File: config.mk
export PLATFORM = sky130hd
export DESIGN_NAME = ps2_scancode_decoder
export DESIGN_NICKNAME = d
export VERILOG_FILES = /design/src/rtl/ps2_scancode_decoder.sv
export SDC_FILE = /design/constraint.sdc
export NUM_CORES = 1
export LEC_CHECK = 0
export BUFFER_PORTS_ARGS = -buffer_cell sky130_fd_sc_hd__buf_2
export CORE_MARGIN = 5
export CORE_UTILIZATION = 60
export DETAILED_ROUTE_END_ITERATION = 10
export GPL_TIMING_DRIVEN = 0
export HOLD_SLACK_MARGIN = 0.05
export PLACE_DENSITY = 0.92
export SLEW_MARGIN = 10
export SYNTH_ARGS = -nofsm -noshare
export SYNTH_HDL_FRONTEND = slang
export SYNTH_SLANG_ARGS = --single-unit
export TNS_END_PERCENT = 10
File: constraint.sdc
create_clock -name clk -period 2.7 [get_ports clk]
set_input_delay 0.405 -clock clk [delete_from_list [all_inputs] [get_ports clk]]
set_output_delay 0.405 -clock clk [all_outputs]
set_load 0.02 [all_outputs]
File: src/rtl/ps2_scancode_decoder.sv
// PS/2 Set-2 scan-code decoder: prefix FSM, Shift/Caps tracking, ASCII lookup,
// and a first-word-fall-through character FIFO for the LCD writer.
module ps2_scancode_decoder #(
    parameter int unsigned FIFO_DEPTH = 4
) (
    input  logic                          clk,
    input  logic                          rst_n,
    input  logic [7:0]                    code_i,
    input  logic                          code_valid_i,
    output logic [7:0]                    key_data_o,
    output logic                          key_empty_o,
    input  logic                          key_rd_en_i,
    output logic [$clog2(FIFO_DEPTH):0]   key_count_o,
    output logic                          overflow_o,
    output logic                          shift_o,
    output logic                          caps_o
);

    localparam int unsigned AW = $clog2(FIFO_DEPTH);
    localparam int unsigned CW = AW + 1;

    typedef enum logic [1:0] {ST_IDLE, ST_EXT, ST_BRK, ST_EXTBRK} state_e;

    state_e         state_q, state_d;
    logic           shift_l_q, shift_l_d;
    logic           shift_r_q, shift_r_d;
    logic           caps_q, caps_d;
    logic           caps_held_q, caps_held_d;
    logic           wr_q, wr_d;
    logic [7:0]     wr_data_q, wr_data_d;
    logic [7:0]     mem_q [FIFO_DEPTH];
    logic [7:0]     mem_d [FIFO_DEPTH];
    logic [AW-1:0]  wr_ptr_q, wr_ptr_d;
    logic [AW-1:0]  rd_ptr_q, rd_ptr_d;
    logic [CW-1:0]  count_q, count_d;
    logic           overflow_q, overflow_d;

    logic           make_plain, brk_plain, make_ext;
    logic           rd_ok, wr_ok, full;
    logic [8:0]     lk;

    // Returns {hit, ascii}; letters are shifted to uppercase when upper=1.
    function automatic logic [8:0] lookup(input logic [7:0] code, input logic upper);
        logic [8:0] r;
        logic [7:0] l;
        r = '0;
        l = '0;
        case (code)
            8'h1C: l = "a";  8'h32: l = "b";  8'h21: l = "c";  8'h23: l = "d";
            8'h24: l = "e";  8'h2B: l = "f";  8'h34: l = "g";  8'h33: l = "h";
            8'h43: l = "i";  8'h3B: l = "j";  8'h42: l = "k";  8'h4B: l = "l";
            8'h3A: l = "m";  8'h31: l = "n";  8'h44: l = "o";  8'h4D: l = "p";
            8'h15: l = "q";  8'h2D: l = "r";  8'h1B: l = "s";  8'h2C: l = "t";
            8'h3C: l = "u";  8'h2A: l = "v";  8'h1D: l = "w";  8'h22: l = "x";
            8'h35: l = "y";  8'h1A: l = "z";
            8'h45: r = {1'b1, "0"};  8'h16: r = {1'b1, "1"};
            8'h1E: r = {1'b1, "2"};  8'h26: r = {1'b1, "3"};
            8'h25: r = {1'b1, "4"};  8'h2E: r = {1'b1, "5"};
            8'h36: r = {1'b1, "6"};  8'h3D: r = {1'b1, "7"};
            8'h3E: r = {1'b1, "8"};  8'h46: r = {1'b1, "9"};
            8'h29: r = {1'b1, 8'h20};
            8'h5A: r = {1'b1, 8'h0D};
            8'h66: r = {1'b1, 8'h08};
            default: ;
        endcase
        if (l != '0) r = {1'b1, upper ? (l - 8'h20) : l};
        return r;
    endfunction

    always_comb begin
        state_d     = state_q;
        shift_l_d   = shift_l_q;
        shift_r_d   = shift_r_q;
        caps_d      = caps_q;
        caps_held_d = caps_held_q;
        wr_d        = 1'b0;
        wr_data_d   = wr_data_q;
        mem_d       = mem_q;
        wr_ptr_d    = wr_ptr_q;
        rd_ptr_d    = rd_ptr_q;
        count_d     = count_q;
        overflow_d  = overflow_q;
        make_plain  = 1'b0;
        brk_plain   = 1'b0;
        make_ext    = 1'b0;

        if (code_valid_i) begin
            case (state_q)
                ST_IDLE: begin
                    if (code_i == 8'hF0)      state_d = ST_BRK;
                    else if (code_i == 8'hE0) state_d = ST_EXT;
                    else if (code_i != 8'hAA) make_plain = 1'b1;
                end
                ST_EXT: begin
                    if (code_i == 8'hF0) begin
                        state_d = ST_EXTBRK;
                    end else begin
                        make_ext = 1'b1;
                        state_d  = ST_IDLE;
                    end
                end
                ST_BRK: begin
                    brk_plain = 1'b1;
                    state_d   = ST_IDLE;
                end
                default: state_d = ST_IDLE;
            endcase
        end

        if (make_plain) begin
            case (code_i)
                8'h12: shift_l_d = 1'b1;
                8'h59: shift_r_d = 1'b1;
                8'h58: begin
                    if (!caps_held_q) caps_d = ~caps_q;
                    caps_held_d = 1'b1;
                end
                default: ;
            endcase
        end
        if (brk_plain) begin
            case (code_i)
                8'h12: shift_l_d   = 1'b0;
                8'h59: shift_r_d   = 1'b0;
                8'h58: caps_held_d = 1'b0;
                default: ;
            endcase
        end

        // Lookup uses modifier state from before this byte.
        lk = lookup(code_i, (shift_l_q | shift_r_q) ^ caps_q);
        if (make_plain && lk[8]) begin
            wr_d      = 1'b1;
            wr_data_d = lk[7:0];
        end
        if (make_ext && code_i == 8'h5A) begin
            wr_d      = 1'b1;
            wr_data_d = 8'h0D;
        end

        full  = (count_q == CW'(FIFO_DEPTH));
        rd_ok = key_rd_en_i && (count_q != '0);
        wr_ok = wr_q && (!full || rd_ok);
        if (wr_q && !wr_ok) overflow_d = 1'b1;
        if (wr_ok) begin
            mem_d[wr_ptr_q] = wr_data_q;
            wr_ptr_d        = wr_ptr_q + 1'b1;
        end
        if (rd_ok) rd_ptr_d = rd_ptr_q + 1'b1;
        case ({wr_ok, rd_ok})
            2'b10:   count_d = count_q + 1'b1;
            2'b01:   count_d = count_q - 1'b1;
            default: ;
        endcase
    end

    always_ff @(posedge clk or negedge rst_n) begin
        if (!rst_n) begin
            state_q     <= ST_IDLE;
            shift_l_q   <= 1'b0;
            shift_r_q   <= 1'b0;
            caps_q      <= 1'b0;
            caps_held_q <= 1'b0;
            wr_q        <= 1'b0;
            wr_data_q   <= '0;
            mem_q       <= '{default: '0};
            wr_ptr_q    <= '0;
            rd_ptr_q    <= '0;
            count_q     <= '0;
            overflow_q  <= 1'b0;
        end else begin
            state_q     <= state_d;
            shift_l_q   <= shift_l_d;
            shift_r_q   <= shift_r_d;
            caps_q      <= caps_d;
            caps_held_q <= caps_held_d;
            wr_q        <= wr_d;
            wr_data_q   <= wr_data_d;
            mem_q       <= mem_d;
            wr_ptr_q    <= wr_ptr_d;
            rd_ptr_q    <= rd_ptr_d;
            count_q     <= count_d;
            overflow_q  <= overflow_d;
        end
    end

    assign key_empty_o = (count_q == '0);
    assign key_data_o  = key_empty_o ? 8'h00 : mem_q[rd_ptr_q];
    assign key_count_o = count_q;
    assign overflow_o  = overflow_q;
    assign shift_o     = shift_l_q | shift_r_q;
    assign caps_o      = caps_q;

endmodule

==> results.md <==
* Status: finished clean
* Leak Pwr at 0.00169 µW
* Post-synth EDFFs at 0
* Post-synthesis sequential area ratio at 40.2%
* Reg2Reg Depth at 10
* Register Area at 0.00138 mm²
* Worst VDD drop at 0.584 mV
* CTS H-tree lvls at 2
* Avg Vias per Cell at 6.27
* Critical Path End Type: register
* Vias in the first global route at 2767
* Crit Path Class: input port to register
* Initial antenna violation count at 0
* CP peak stage delay at 710 ps
* Clk_skew at 15.6 ps
* Setup crit start: code_i[7]
* RSZ-0062 raised after global routing: false
* Critical Path End: wr_data_q[5]$_DFFE_PN0P_
* Syn Inst Count at 340
* Synth Flop Type: dfrtp_1
* DP Wirelength at 6070 µm
* Yosys warning count at 0
* # port buffers at 23
* GPL Wtd Cong at 0.978
* Wire per inst at 18.4 µm
* Final antenna-violating net count at 0
* Total power at 3080 µW
* HP Class: input port to async pin
* Max cap viols at 0
* Gr usage total at 22.9%
* Final setup fails at 0
* Final min period at 2500 ps
* Final Hold Vio Count at 0
* Row count at 27
* Post-synthesis register bit count at 55
* Fraction of registers with async set/reset at 100%
* Syn_area_per_cell at 10.1 µm²
* Clock root buffer master: clkbuf_8
* Worst-Margin Slew at 792 ps
* Power per cell area at 821 mW/mm²
* Syn_nets at 360
* CP Buf/Inv Count at 3
* CP Cell Sequence: buf_2 -> buf_2 -> nor4b_1 -> nand4b_1 -> o31ai_1 -> nor4_1 -> nand3_1 -> inv_1 -> ha_1 -> a21boi_0 -> mux2i_1
* Max Slew Vio Count at 0
* First-pass GRT wire length at 13400 µm
* WP depth at 11
* Mapped Area at 0.00342 mm²
* Post-route DRC at 0
* Max Buffers Root-to-Sink at 2
* CTS tree: yes
* Worst skew pair latency at 310 ps
* Clock transition at the registers of the reported paths at 100 ps
* RR Startpoint: key_count_o[0]$_DFFE_PN0P_
* WP data required at 2890 ps
* Slowest cell on the critical path: nor4b_1
* Worst EP arrival at 2680 ps
* Clock sinks at 55
* I/O pins at 27
* FMAX at 0.400 GHz
* Reg2reg setup slack at 240 ps
* Layout cell share with drive strength beyond 1 at 24.0%
* Share of the cycle needed by the critical path after routing at 92.5%
* CP startpoint kind: input port
* Syn-to-layout area delta at 9.55%
* Routed WL at 8130 µm
* Crit path max-delay family: simple AND/OR/NAND/NOR gates
* Initial core utilization at 62.1%
* Die Area at 0.00731 mm²
* Core box area at 0.00551 mm²
* Cell variety after synth at 57
* Final Util at 68.0%
* Slew HR at 46.5%
* Die Height at 85.5 µm
* Detailed Route Iter0 Violations at 195
* Grt total ovfl at 0
* Final #Nets at 390
* Num CTS Buffers at 5
* DIE WIDTH at 85.5 µm
* 1st-pass router iterations at 5
* DR vias at 2778
* Max Fanout on Critical Path at 10
* R2R Path End: key_count_o[2]$_DFFE_PN0P_
* Number of diodes at 0
* Largest net degree at the start of global routing at 56
* CP dominant cell by count: buf_2
* Filler Cells Inserted at 437
* Area of the multi-input gates at 0.00186 mm²
## metrics by stage
step / instance area [µm²] / setup WS (ps) / setup TNS [ps] / instances / hold slack (ps)
global route: 3750 / 6.31 / 0 / 443 / 174
CTS: 3740 / 62.7 / 0 / 443 / 370
global placement: 3620 / -58.1 / -58.1 / 435 / 432
finish: 3750 / 202 / 0 / 443 / 118
floorplan: 3420 / 85.4 / 0 / 340 / 109
detailed placement: 3620 / -67.1 / -67.1 / 435 / 443
## cell families (layout without fill, tap and decap cells)
kind of cell	after synthesis	after routing	synth area share, %
mux	39	39	15.4
buf+inv	39	70	5.49
simple gates	122	122	19.6
xor+xnor	13	13	3.33
flops	55	55	40.2
compound gates	64	64	12.8
fa+ha+maj	8	8	3.15
## report_power, final
part | leakage [µW] | internal, µW | switching [µW]
registers | 0.000715 | 1120 | 212
logic | 0.000913 | 571 | 634
clock network | 0.0000581 | 276 | 265
## Yosys cell counts, types with 3 or more instances
| master | number | area, µm² |
|---|---|---|
| a31oi_1 | 4 | 25.0 |
| nand3_1 | 9 | 45.0 |
| xor2_1 | 5 | 43.8 |
| dfrtp_1 | 55 | 1380 |
| a311oi_1 | 3 | 26.3 |
| nor3_1 | 11 | 55.1 |
| nand2b_1 | 5 | 31.3 |
| nor2_1 | 23 | 86.3 |
| o32ai_1 | 3 | 26.3 |
| buf_4 | 3 | 22.5 |
| clkbuf_1 | 5 | 18.8 |
| buf_2 | 11 | 55.1 |
| nor4b_1 | 4 | 35.0 |
| nor2b_1 | 17 | 106 |
| ha_1 | 7 | 87.6 |
| nand4b_1 | 3 | 26.3 |
| inv_1 | 15 | 56.3 |
| nand4_1 | 3 | 18.8 |
| nand2_1 | 26 | 97.6 |
| o21ai_0 | 15 | 75.1 |
| mux2i_1 | 3 | 30.0 |
| xnor2_1 | 8 | 70.1 |
| nor4bb_1 | 3 | 30.0 |
| nor3b_1 | 3 | 22.5 |
| nor4_1 | 4 | 25.0 |
| mux2_2 | 28 | 315 |
| mux4_2 | 8 | 180 |
| a21oi_1 | 14 | 70.1 |
| o31ai_1 | 4 | 30.0 |
## sequential cells by signal, summed over array words and instances (netlist names), 2 cells and up
register     flops
key_count_o      3
mem_q           32
rd_ptr_q         2
state_q          2
wr_data_q        8
wr_ptr_q         2
## layout make-up
| class | instances | area share, % |
|---|---|---|
| multi-input cells | 246 | 49.7 |
| flip-flops and latches | 55 | 36.7 |
| plain buffers | 24 | 3.54 |
| repair buffers | 23 | 3.14 |
| well taps | 72 | 2.40 |
| clock buffers | 5 | 1.84 |
| inverters | 15 | 1.50 |
| clock inverters | 3 | 1.17 |
## layout by cell type, fill, tap and decap left out, drive strengths merged, types with 3 or more instances in the layout
cell type	instances
xnor2	8
nor3b	3
a311oi	3
mux2i	3
nand2	26
nor4	4
nand2b	5
mux2	28
a31oi	4
a41oi	3
nor2	24
inv	15
nand3	9
nor4bb	3
nor2b	17
clkbuf	11
nand4	3
ha	7
mux4	8
o21ai	15
o32ai	3
nor4b	4
dfrtp	55
o31ai	4
buf	41
nor3	11
xor2	5
a21oi	15
nand4b	3
## per-layer routing
metal	track usage [%]	vias up	share of wire (%)	routed length [µm]
met2	42.0	126	52	4240
met4	9.50	0	2.5	205
met5	0	-	0	0
met3	2.69	20	5.0	405
li1	-	1289	-	-
met1	27.1	1343	40	3280
## how the worst min path moves through the flow
stage / start / endpoint / slack, ps / cells past startpoint
floorplan: rst_n / caps_held_q$_DFF_PN0_ / 110 / 0
global placement: overflow_o$_DFFE_PN0P_ / overflow_o$_DFFE_PN0P_ / 430 / 1
detailed placement: overflow_o$_DFFE_PN0P_ / overflow_o$_DFFE_PN0P_ / 440 / 1
CTS: rst_n / rd_ptr_q[0]$_DFFE_PN0P_ / 370 / 1
global route: rst_n / key_count_o[1]$_DFFE_PN0P_ / 170 / 1
finish: rst_n / key_count_o[1]$_DFFE_PN0P_ / 120 / 1
## what timing repair did
| action | CTS | global route |
|---|---|---|
| resized for setup | 0 | 4 |
| hold buffers | 0 | 0 |
| endpoints found under the setup margin | 0 | 10 |
| buffers inserted | 0 | 0 |
(Power assumes the default switching activity.)
